<file path="config.mk">
export PLATFORM = sky130hd
export DESIGN_NAME = hf_mode_sequencer
export DESIGN_NICKNAME = d
export VERILOG_FILES = /design/src/rtl/hf_mode_sequencer.sv
export SDC_FILE = /design/constraint.sdc
export NUM_CORES = 1
export LEC_CHECK = 0
export BUFFER_PORTS_ARGS = -buffer_cell sky130_fd_sc_hd__buf_2
export CAP_MARGIN = 10
export CELL_PAD_IN_SITES_DETAIL_PLACEMENT = 0
export CELL_PAD_IN_SITES_GLOBAL_PLACEMENT = 1
export CORE_UTILIZATION = 55
export CTS_BUF_LIST = sky130_fd_sc_hd__clkbuf_8
export DETAILED_ROUTE_END_ITERATION = 8
export GPL_ROUTABILITY_DRIVEN = 0
export PLACE_DENSITY_LB_ADDON = 0.2
export SLEW_MARGIN = 0
export SYNTH_ARGS = -nofsm -noshare
export SYNTH_HDL_FRONTEND = slang
export SYNTH_SLANG_ARGS = --single-unit
</file>
<file path="constraint.sdc">
create_clock -name pck0 -period 4.2 [get_ports pck0]
set_clock_uncertainty 0.1 [all_clocks]
set_input_delay 0.42 -clock pck0 [delete_from_list [all_inputs] [get_ports pck0]]
set_output_delay 0.42 -clock pck0 [all_outputs]
set_load 0.02 [all_outputs]
</file>
<file path="src/rtl/hf_mode_sequencer.sv">
// hf_mode_sequencer: HF config register with SPI frame capture and
// glitch-free major-mode sequencing (quiesce -> switch -> settle -> run).
//
// Ports:
//   pck0        sole clock
//   nreset      async active-low reset
//   spck/mosi   SPI clock/data from ARM (async, MSB first)
//   ncs         SPI chip select, active low; rising edge ends a frame
//   conf_word   active configuration, [7:5]=major, [4:0]=minor
//   major_mode  conf_word[7:5], drives mux selects
//   quiesce     high = modes force outputs off
//   mode_ready  high = active mode settled
//   err_count   saturating count of rejected frames
module hf_mode_sequencer #(
  parameter int SYNC_STAGES    = 2,
  parameter int QUIESCE_CYCLES = 16,
  parameter int SETTLE_CYCLES  = 32,
  parameter int CNT_W          = 8
) (
  input  logic             pck0,
  input  logic             nreset,
  input  logic             spck,
  input  logic             mosi,
  input  logic             ncs,
  output logic [7:0]       conf_word,
  output logic [2:0]       major_mode,
  output logic             quiesce,
  output logic             mode_ready,
  output logic [CNT_W-1:0] err_count
);

  typedef enum logic [1:0] {
    RUN,
    DRAIN,
    SWITCH,
    SETTLE
  } state_t;

  localparam logic [CNT_W-1:0] Q_LAST =
    CNT_W'(QUIESCE_CYCLES - 1);
  localparam logic [CNT_W-1:0] S_LAST =
    CNT_W'(SETTLE_CYCLES - 1);

  logic [SYNC_STAGES-1:0] spck_sync;
  logic [SYNC_STAGES-1:0] mosi_sync;
  logic [SYNC_STAGES-1:0] ncs_sync;
  logic                   spck_q;
  logic                   ncs_q;
  logic                   spck_s;
  logic                   mosi_s;
  logic                   ncs_s;
  logic                   spck_rise;
  logic                   ncs_rise;
  logic                   ncs_fall;

  logic [15:0]            shift;
  logic [4:0]             bitcnt;
  logic                   frame_ok;
  logic                   frame_bad;
  logic [7:0]             cand;
  logic                   frame_valid;

  state_t                 state;
  state_t                 state_nx;
  logic [CNT_W-1:0]       cnt;
  logic [CNT_W-1:0]       cnt_nx;
  logic [7:0]             conf_nx;
  logic [7:0]             pend;
  logic [7:0]             pend_nx;

  assign spck_s = spck_sync[SYNC_STAGES-1];
  assign mosi_s = mosi_sync[SYNC_STAGES-1];
  assign ncs_s  = ncs_sync[SYNC_STAGES-1];

  assign spck_rise = spck_s & ~spck_q;
  assign ncs_rise  = ncs_s & ~ncs_q;
  assign ncs_fall  = ~ncs_s & ncs_q;

  assign frame_valid = (bitcnt == 5'd16) &&
                       (shift[15:12] == 4'b0001);

  // ncs idles high so the chain resets to 1 to avoid a false edge
  always_ff @(posedge pck0 or negedge nreset) begin
    if (!nreset) begin
      spck_sync <= '0;
      mosi_sync <= '0;
      ncs_sync  <= '1;
      spck_q    <= 1'b0;
      ncs_q     <= 1'b1;
    end else begin
      spck_sync <= {spck_sync[SYNC_STAGES-2:0], spck};
      mosi_sync <= {mosi_sync[SYNC_STAGES-2:0], mosi};
      ncs_sync  <= {ncs_sync[SYNC_STAGES-2:0], ncs};
      spck_q    <= spck_s;
      ncs_q     <= ncs_s;
    end
  end

  always_ff @(posedge pck0 or negedge nreset) begin
    if (!nreset) begin
      shift     <= '0;
      bitcnt    <= '0;
      frame_ok  <= 1'b0;
      frame_bad <= 1'b0;
      cand      <= '0;
    end else begin
      frame_ok  <= 1'b0;
      frame_bad <= 1'b0;
      if (ncs_fall) begin
        bitcnt <= '0;
      end else if (spck_rise && !ncs_s) begin
        shift <= {shift[14:0], mosi_s};
        if (bitcnt != 5'd17) begin
          bitcnt <= bitcnt + 5'd1;
        end
      end
      if (ncs_rise) begin
        frame_ok  <= frame_valid;
        frame_bad <= ~frame_valid;
        cand      <= shift[7:0];
      end
    end
  end

  always_ff @(posedge pck0 or negedge nreset) begin
    if (!nreset) begin
      err_count <= '0;
    end else if (frame_bad && (err_count != '1)) begin
      err_count <= err_count + CNT_W'(1);
    end
  end

  always_ff @(posedge pck0 or negedge nreset) begin
    if (!nreset) begin
      state     <= RUN;
      cnt       <= '0;
      conf_word <= 8'hE0;
      pend      <= 8'hE0;
    end else begin
      state     <= state_nx;
      cnt       <= cnt_nx;
      conf_word <= conf_nx;
      pend      <= pend_nx;
    end
  end

  // Last accepted frame always wins the pending slot
  always_comb begin
    state_nx = state;
    cnt_nx   = cnt;
    conf_nx  = conf_word;
    pend_nx  = frame_ok ? cand : pend;
    unique case (state)
      RUN: begin
        if (frame_ok) begin
          if (cand[7:5] == conf_word[7:5]) begin
            conf_nx[4:0] = cand[4:0];
          end else begin
            state_nx = DRAIN;
            cnt_nx   = '0;
          end
        end
      end
      DRAIN: begin
        if (cnt == Q_LAST) begin
          state_nx = SWITCH;
          cnt_nx   = '0;
        end else begin
          cnt_nx = cnt + CNT_W'(1);
        end
      end
      SWITCH: begin
        conf_nx  = pend_nx;
        state_nx = SETTLE;
        cnt_nx   = '0;
      end
      SETTLE: begin
        if (frame_ok && (cand[7:5] != conf_word[7:5])) begin
          state_nx = DRAIN;
          cnt_nx   = '0;
        end else if (cnt == S_LAST) begin
          state_nx     = RUN;
          cnt_nx       = '0;
          conf_nx[4:0] = pend_nx[4:0];
        end else begin
          cnt_nx = cnt + CNT_W'(1);
        end
      end
      default: begin
        state_nx = RUN;
        cnt_nx   = '0;
      end
    endcase
  end

  assign major_mode = conf_word[7:5];
  assign quiesce    = (state != RUN);
  assign mode_ready = (state == RUN);

endmodule

</file>
==> results by group, run 1 <==
Worst setup path
  • Reg2Reg Depth: 6
  • Crit path kind: reg -> reg
  • Max stage delay on crit path: 0.56 ns
  • Critical R2R Launch: state[0]
  • Worst EP required: 4.33 ns
  • Slowest cell on the critical path: o41a_1
  • R2r setup slk: 2.03 ns
  • Worst Path Arrival: 2.30 ns
  • Worst setup SP type: flip-flop
  • Critical Path Sink Type: flip-flop
  • CP cell instances: inv_1 > ha_1 > inv_2 > o41a_1 > a21oi_1 > and4b_1
  • Worst-path fanout max: 9
  • RR Endpoint: cnt[3]

Global route
  • GR Overflow Total: 0
  • Gr usage total: 18.8%
  • Vias in the first global route: 1,910
  • Initial antenna violation count: 0
  • Largest net degree at the start of global routing: 51
  • First-pass GRT wire length: 8.97 mm

Power
  • Combinational Power Share: 11.6%
  • Max VDD drop: 0.000292 V
  • Clock network power share: 35.9%
  • Psw: 416 uW
  • Int Pwr: 1.20 mW
  • Sw Share: 25.7%
  • Static leakage: 1.84 nW
  • Reg power frac: 52.5%
  • Pwr/cell area: 439 nW/um^2

Clocking
  • Clock edge transition at the registers on the reported setup and hold paths: 0.07 ns
  • Cts bufs inserted: 9
  • Post-CTS Resized: 0
  • Post-CTS setup buffer count: 0
  • Clk buf depth: 2
  • H-tree depth: 3
  • CTS tree: yes
  • Worst skew pair latency: 0.33 ns
  • CTS sink count: 73
  • Clock root cell: clkbuf_8

Min path
  • HP Class: in -> reg
  • Hold path cells: 1
  • Hold EP: ncs_sync[0]
  • Worst Hold Launch: ncs

Routing
  • Antenna-violating nets left: 0
  • Final WL: 5.20 mm
  • WL met3: 117 um
  • Vias: 1,909
  • Drt drc: 0
  • 1st-iter DRT viols: 89
  • Max Used Layer: met4
  • Via-to-Cell Ratio: 5.27
  • WL per Instance: 14.4 um
  • M1 WL: 2.57 mm
  • DR WL met2: 2.44 mm
  • DR pass1 iterations: 4

Finish
  • Layout area overhead: 12.3%
  • Layout cell share with drive strength beyond 1: 23.8%
  • Finished Cell Area: 3680 sq um
  • Diode count: 0
  • Fin cells: 362
  • Final nets: 301

Placement
  • HPWL Detailed: 3.67 mm
  • Port Buffer Count: 25
  • Cells after DPL: 346
  • Post-DP Area: 3460 sq um

Synthesis
  • Post-synth net total: 269
  • Number of synthesized flops with an enable pin: 0
  • Top post-synthesis cells by area: dfrtp_1 (49%), mux2_1 (10%), dfstp_2 (7.2%), ha_1 (3.8%), mux2i_1 (3.4%)
  • Cells after Synth: 254
  • Most common cell in the synthesized netlist: dfrtp_1
  • Most instantiated cells after synthesis: dfrtp_1 (64), mux2_1 (30), nor2_1 (16), inv_1 (13), mux2i_1 (11)
  • Cell Area, Synth: 3280 sq um
  • Synth async-reset ratio: 100%
  • Synthesized area per cell: 12.9 sq um
  • Ys Warns: 0
  • Post-synthesis cell type count: 49
  • Seq/Total Area, Yosys: 56.0%
  • Yosys reg bits: 73
  • Leading area contributor after synthesis: dfrtp_1
  • Share of the synthesized area in the top cell type: 48.8%
  • Ys flop type: dfrtp_1

Timing
  • Final setup TNS: 0 ns
  • Slew at the pin closest to its max-slew limit: 0.813 ns
  • Pins over their slew limit: 0
  • RSZ-0062 raised after global routing: no
  • Fin. Hold Viols: 0
  • Fin crit period: 2.17 ns
  • Slew HR: 45.7%
  • Period utilization: 51.7%
  • # setup viols final: 0
  • Achievable frequency: 460 MHz

Outcome
  • Status: finished, final reports clean

Floorplanning
  • Starting Density: 58.1%
  • Die Span X: 79.2 um
  • Core Box Area: 5640 sq um
  • Boundary Pins: 26
  • Die ar.: 6280 sq um
  • Chip Height: 79.2 um
  • Row cnt: 27

Run
  • Max_cap viols: 0
## metrics by stage
step	hold WS, ns	util (%)	power, mW	setup WS, ns
floorplan	0.0244	-	0.972	2.04
global placement	0.234	61.4	1.04	2.14
detailed placement	0.242	61.4	1.06	2.04
CTS	0.0638	65.3	1.64	2.02
global route	0.0592	65.3	1.70	1.83
finish	0.0817	65.3	1.62	2.03
## power groups by stage
stage	logic [mW]	clock network, mW	registers, mW
2_1_floorplan	0.0945	0	0.878
3_3_place_gp	0.182	0	0.860
3_5_place_dp	0.191	0	0.864
4_1_cts	0.193	0.595	0.850
5_1_grt	0.213	0.626	0.865
6_report	0.188	0.581	0.849
## how the worst max path moves through the flow
stage	start	end	slack, ns
global placement	state[0]	cnt[3]	2.14
detailed placement	state[0]	cnt[3]	2.04
floorplan	state[0]	cnt[3]	2.04
global route	state[1]	cnt[3]	1.83
CTS	state[1]	cnt[3]	2.02
finish	state[0]	cnt[3]	2.03
## critical path, delay by kind of cell, from the launching register on
family,cells,cell delay (ns)
compound gates,2,0.74
fa+ha+maj,1,0.40
buf+inv,2,0.20
flops,1,0.42
simple gates,1,0.20
## cell usage in the layout (no fill, tap or decap), types with 2 or more instances in the layout
cell	n
nand3_1	9
dfrtp_1	64
clkbuf_8	10
ha_1	10
and2_1	2
xnor2_1	3
buf_2	25
xor2_2	2
mux2_4	2
nor3_1	4
nor2b_1	2
o21ai_0	4
mux2i_1	11
a22o_1	3
inv_1	15
nand2_1	9
o21ai_2	2
xor2_1	9
mux2_2	6
dfstp_2	9
nor2_1	16
o21ai_1	2
mux2_1	30
nor3b_1	2
and3_1	2
bufinv_16	2
nand4_1	4
a21oi_1	7
## layout make-up
type | count | area [sq um]
multi-input cells | 161 | 1350
inverters | 14 | 52.6
clock buffers | 10 | 138
repair buffers | 27 | 143
flip-flops and latches | 73 | 1840
fillers | 427 | 1960
clock inverters | 5 | 72.6
well taps | 72 | 90.1
## logic make-up after synthesis
logic type / after synthesis / synth area share (%)
adder cells (fa/ha/maj): 10 / 3.82
XOR/XNOR: 14 / 4.20
AO/OA/AOI/OAI: 27 / 6.33
flip-flops: 73 / 56.0
multiplexers: 49 / 16.6
AND/OR/NAND/NOR: 61 / 10.2
buffers and inverters: 20 / 2.78
## flip-flops by register name (all words and copies together) (netlist names), 5 cells and up
| register | cells |
|---|---|
| pend | 8 |
| shift | 16 |
| cand | 8 |
| conf_word | 8 |
| cnt | 8 |
| err_count | 8 |
| bitcnt | 5 |
## per-layer routing
layer / track usage (%) / vias up
met5: 0 / -
met2: 30.1 / 20
met3: 4.14 / 8
met4: 8.73 / 0
li1: - / 944
met1: 24.2 / 937
## timing repair
action | in CTS | in global routing
setup endpoints to repair | 0 | 0
hold endpoints to repair | 21 | 0
hold buffers | 1 | 0
Note: power is estimated with default switching activity, not from simulation.
==> inputs of run 2 (changes only) <==
Settings changed: ABC_AREA from default to 1, CORE_UTILIZATION 55 to 48.
Clock period 4.2 ns to 2.2 ns, I/O delays scaled along.
==> results by group, run 2 <==
Outcome
  • Status: finished, final reports clean

Global route
  • GR Overflow Total: 0 (unchanged)
  • Initial antenna violation count: 0 (unchanged)
  • GRT met3 Usage: 5.37% (+1.2 points)
  • Most Used Layer, Global Route: met2
  • First-pass GRT wire length: 11.4 mm (+27%)
  • GR Layer Usage met1: 24.6% (+0.33 points)
  • Vias in the first global route: 2,508 (+31%)
  • Gr usage total: 19.4% (+0.60 points)
  • Grt met2 use: 31.6% (+1.6 points)
  • Largest net degree at the start of global routing: 39 (-24%)

Routing
  • WL per Instance: 12.2 um (-15%)
  • Drt drc: 0 (unchanged)
  • 1st-iter DRT viols: 155 (+74%)
  • Vias: 2,609 (+37%)
  • DR pass1 iterations: 5 (+1)
  • Final WL: 6.54 mm (+26%)
  • Via-to-Cell Ratio: 4.85 (-8.0%)
  • Antenna-violating nets left: 0 (unchanged)

Min path
  • Worst Hold Launch: spck_sync[0]
  • HP Class: reg -> reg

Power
  • Static leakage: 1.98 nW (+7.7%)
  • Pwr Total: 2.89 mW (+79%)
  • Pwr/cell area: 725 nW/um^2 (+65%)
  • Max VDD drop: 0.000460 V (+57%)

Floorplanning
  • Row cnt: 31 (+15%)
  • Starting Density: 49.4% (-8.8 points)
  • Chip Height: 88.1 um (+11%)
  • Core Box Area: 7210 sq um (+28%)
  • Boundary Pins: 26 (unchanged)
  • Die ar.: 7770 sq um (+24%)
  • Die Span X: 88.1 um (+11%)

Synthesis
  • Synth Area in Compound Gates: 7.62% (+1.3 points)
  • Post-Synth XOR/XNOR Area: 2.42% (-1.8 points)
  • Adder-cell share of the synthesized area: 3.51% (-0.30 points)
  • Cell Area, Synth: 3560 sq um (+8.6%)
  • Top post-synthesis cells by area: dfrtp_1 (45%), nand2_1 (12%), dfstp_2 (6.6%), inv_1 (4.3%), ha_1 (3.5%)
  • Most common cell in the synthesized netlist: nand2_1
  • Number of synthesized flops with an enable pin: 0 (unchanged)
  • Synth async-reset ratio: 100% (unchanged)
  • Share of the synthesized area in the top cell type: 45.0% (-3.9 points)
  • Seq/Total Area, Yosys: 51.6% (-4.4 points)
  • Largest family of logic cells by synthesized area: simple AND/OR/NAND/NOR gates
  • Mux cell area share after synthesis: 1.58% (-15 points)
  • Most instantiated cells after synthesis: nand2_1 (117), dfrtp_1 (64), inv_1 (41), nor2_1 (26), nand3_1 (23)
  • Synthesized area per cell: 8.86 sq um (-31%)
  • Simple-Gate Fraction of Synth Area: 26.4% (+16 points)
  • Cells after Synth: 402 (+58%)
  • Ys Warns: 0 (unchanged)
  • Post-synthesis cell type count: 37 (-24%)
  • Leading area contributor after synthesis: dfrtp_1
  • Yosys reg bits: 73 (unchanged)
  • Post-synth net total: 417 (+55%)
  • Ys flop type: dfrtp_1

Worst setup path
  • Critical R2R Launch: state[0]
  • Buf+Inv Stages, Crit Path: 2 (unchanged)
  • Largest delay contributor family on the critical path: flip-flops
  • Slowest cell on the critical path: dfrtp_1
  • Worst-path fanout max: 6 (-3)
  • Worst Path Arrival: 1.47 ns (-0.83 ns)
  • CP cell instances: inv_1 > ha_1 > buf_2
  • Crit path kind: reg -> out
  • Crit path from: state[0]
  • Worst EP required: 1.88 ns (-2.45 ns)
  • Max stage delay on crit path: 0.42 ns (-0.14 ns)
  • Worst setup SP type: flip-flop
  • Critical Path Sink Type: output port

Clocking
  • H-tree depth: 3 (unchanged)
  • Clock edge transition at the registers on the reported setup and hold paths: 0.08 ns (about the same)
  • Clk buf depth: 2 (unchanged)
  • Cts bufs inserted: 9 (unchanged)
  • Clock root cell: clkbuf_8
  • Worst skew pair latency: 0.35 ns (+0.02 ns)
  • CTS tree: yes
  • CTS sink count: 73 (unchanged)

Placement
  • Port Buffer Count: 25 (unchanged)
  • Post-DP Area: 3780 sq um (+9.1%)
  • HPWL Detailed: 4.73 mm (+29%)
  • Dpl ws: 0.441 ns (-1.59 ns)
  • Cells after DPL: 518 (+50%)

Timing
  • Slew HR: 65.4% (+20 points)
  • # setup viols final: 0 (unchanged)
  • Achievable frequency: 559 MHz
  • Slew at the pin closest to its max-slew limit: 0.517 ns (-0.296 ns)
  • Period utilization: 81.3%
  • Fin. Hold Viols: 0 (unchanged)
  • RSZ-0062 raised after global routing: no
  • Pins over their slew limit: 0 (unchanged)
  • Fin crit period: 1.79 ns
  • Final worst slack: 0.411 ns (-1.62 ns)
  • Final setup TNS: 0 ns (unchanged)
  • Hold_ws: 0.259 ns (+0.177 ns)

Finish
  • Max reg flops: 16 (unchanged)
  • Layout area overhead: 12.0%
  • Final nets: 449 (+49%)
  • Finished Cell Area: 3990 sq um (+8.3%)
  • Register name with the most flops: shift
  • Diode count: 0 (unchanged)
  • Fin cells: 538 (+49%)
  • Most frequent cells in the layout: nand2_1 (117), dfrtp_1 (64), inv_1 (42), nor2_1 (26), buf_2 (24)
  • Most common cell after layout, fill and taps aside: nand2_1
  • Fin util: 55.3% (-10 points)
  • Layout cell share with drive strength beyond 1: 19.4% (-4.4 points)

Run
  • Max_cap viols: 0 (unchanged)
-- run 2: cell types whose count changed after synthesis, moves of 11 or more --
cell,delta
mux2i_1,-11
nand3_1,+14
inv_1,+28
nand2_1,+108
mux2_1,-25
o21ai_0,+13
o21ai_1,+14
-- run 2: final cells by class --
cell class | count | area, sq um
inverters | 47 | 181
flip-flops and latches | 73 | 1840
fillers | 699 | 3230
multi-input cells | 272 | 1480
well taps | 99 | 124
clock inverters | 7 | 47.5
clock buffers | 9 | 124
repair buffers | 31 | 195
-- run 2: final timing paths --
check / to / slack, ns / cells past startpoint
setup / recovery: mode_ready / 0.41 / 3
hold / removal: spck_sync[1] / 0.26 / 0
setup reg to reg: conf_word[4] / 0.43 / 6
hold reg to reg: spck_sync[1] / 0.26 / 0
max in group asynchronous: pend[6] / 1.15 / 3
min in group asynchronous: cand[3] / 0.28 / 2
-- run 2: what timing repair did --
item | 4_1_cts | 5_1_grt
setup buffers | 0 | 0
resized for setup | 0 | 0
hold buffers | 4 | 0
endpoints found under the hold margin | 33 | 0
-- run 2: kinds of logic after synthesis --
kind of cell	Yosys count
buf+inv	57
compound gates	47
xor+xnor	9
mux	5
fa+ha+maj	10
simple gates	201
flops	73
-- run 2: metal layers --
metal | wire (um) | share of wire, % | vias to the layer above
met1 | 3080 | 47 | 1226
met4 | 72 | 1.1 | 0
met2 | 3140 | 48 | 29
li1 | - | - | 1346
met5 | 0 | 0 | -
met3 | 249 | 3.8 | 8
-- run 2: where the power goes --
group          leakage, nW  switching [mW]  internal, mW
clock network       0.0908           0.519         0.409
registers            0.949          0.0999          1.47
logic                0.944           0.253         0.145
total                 1.98           0.871          2.02
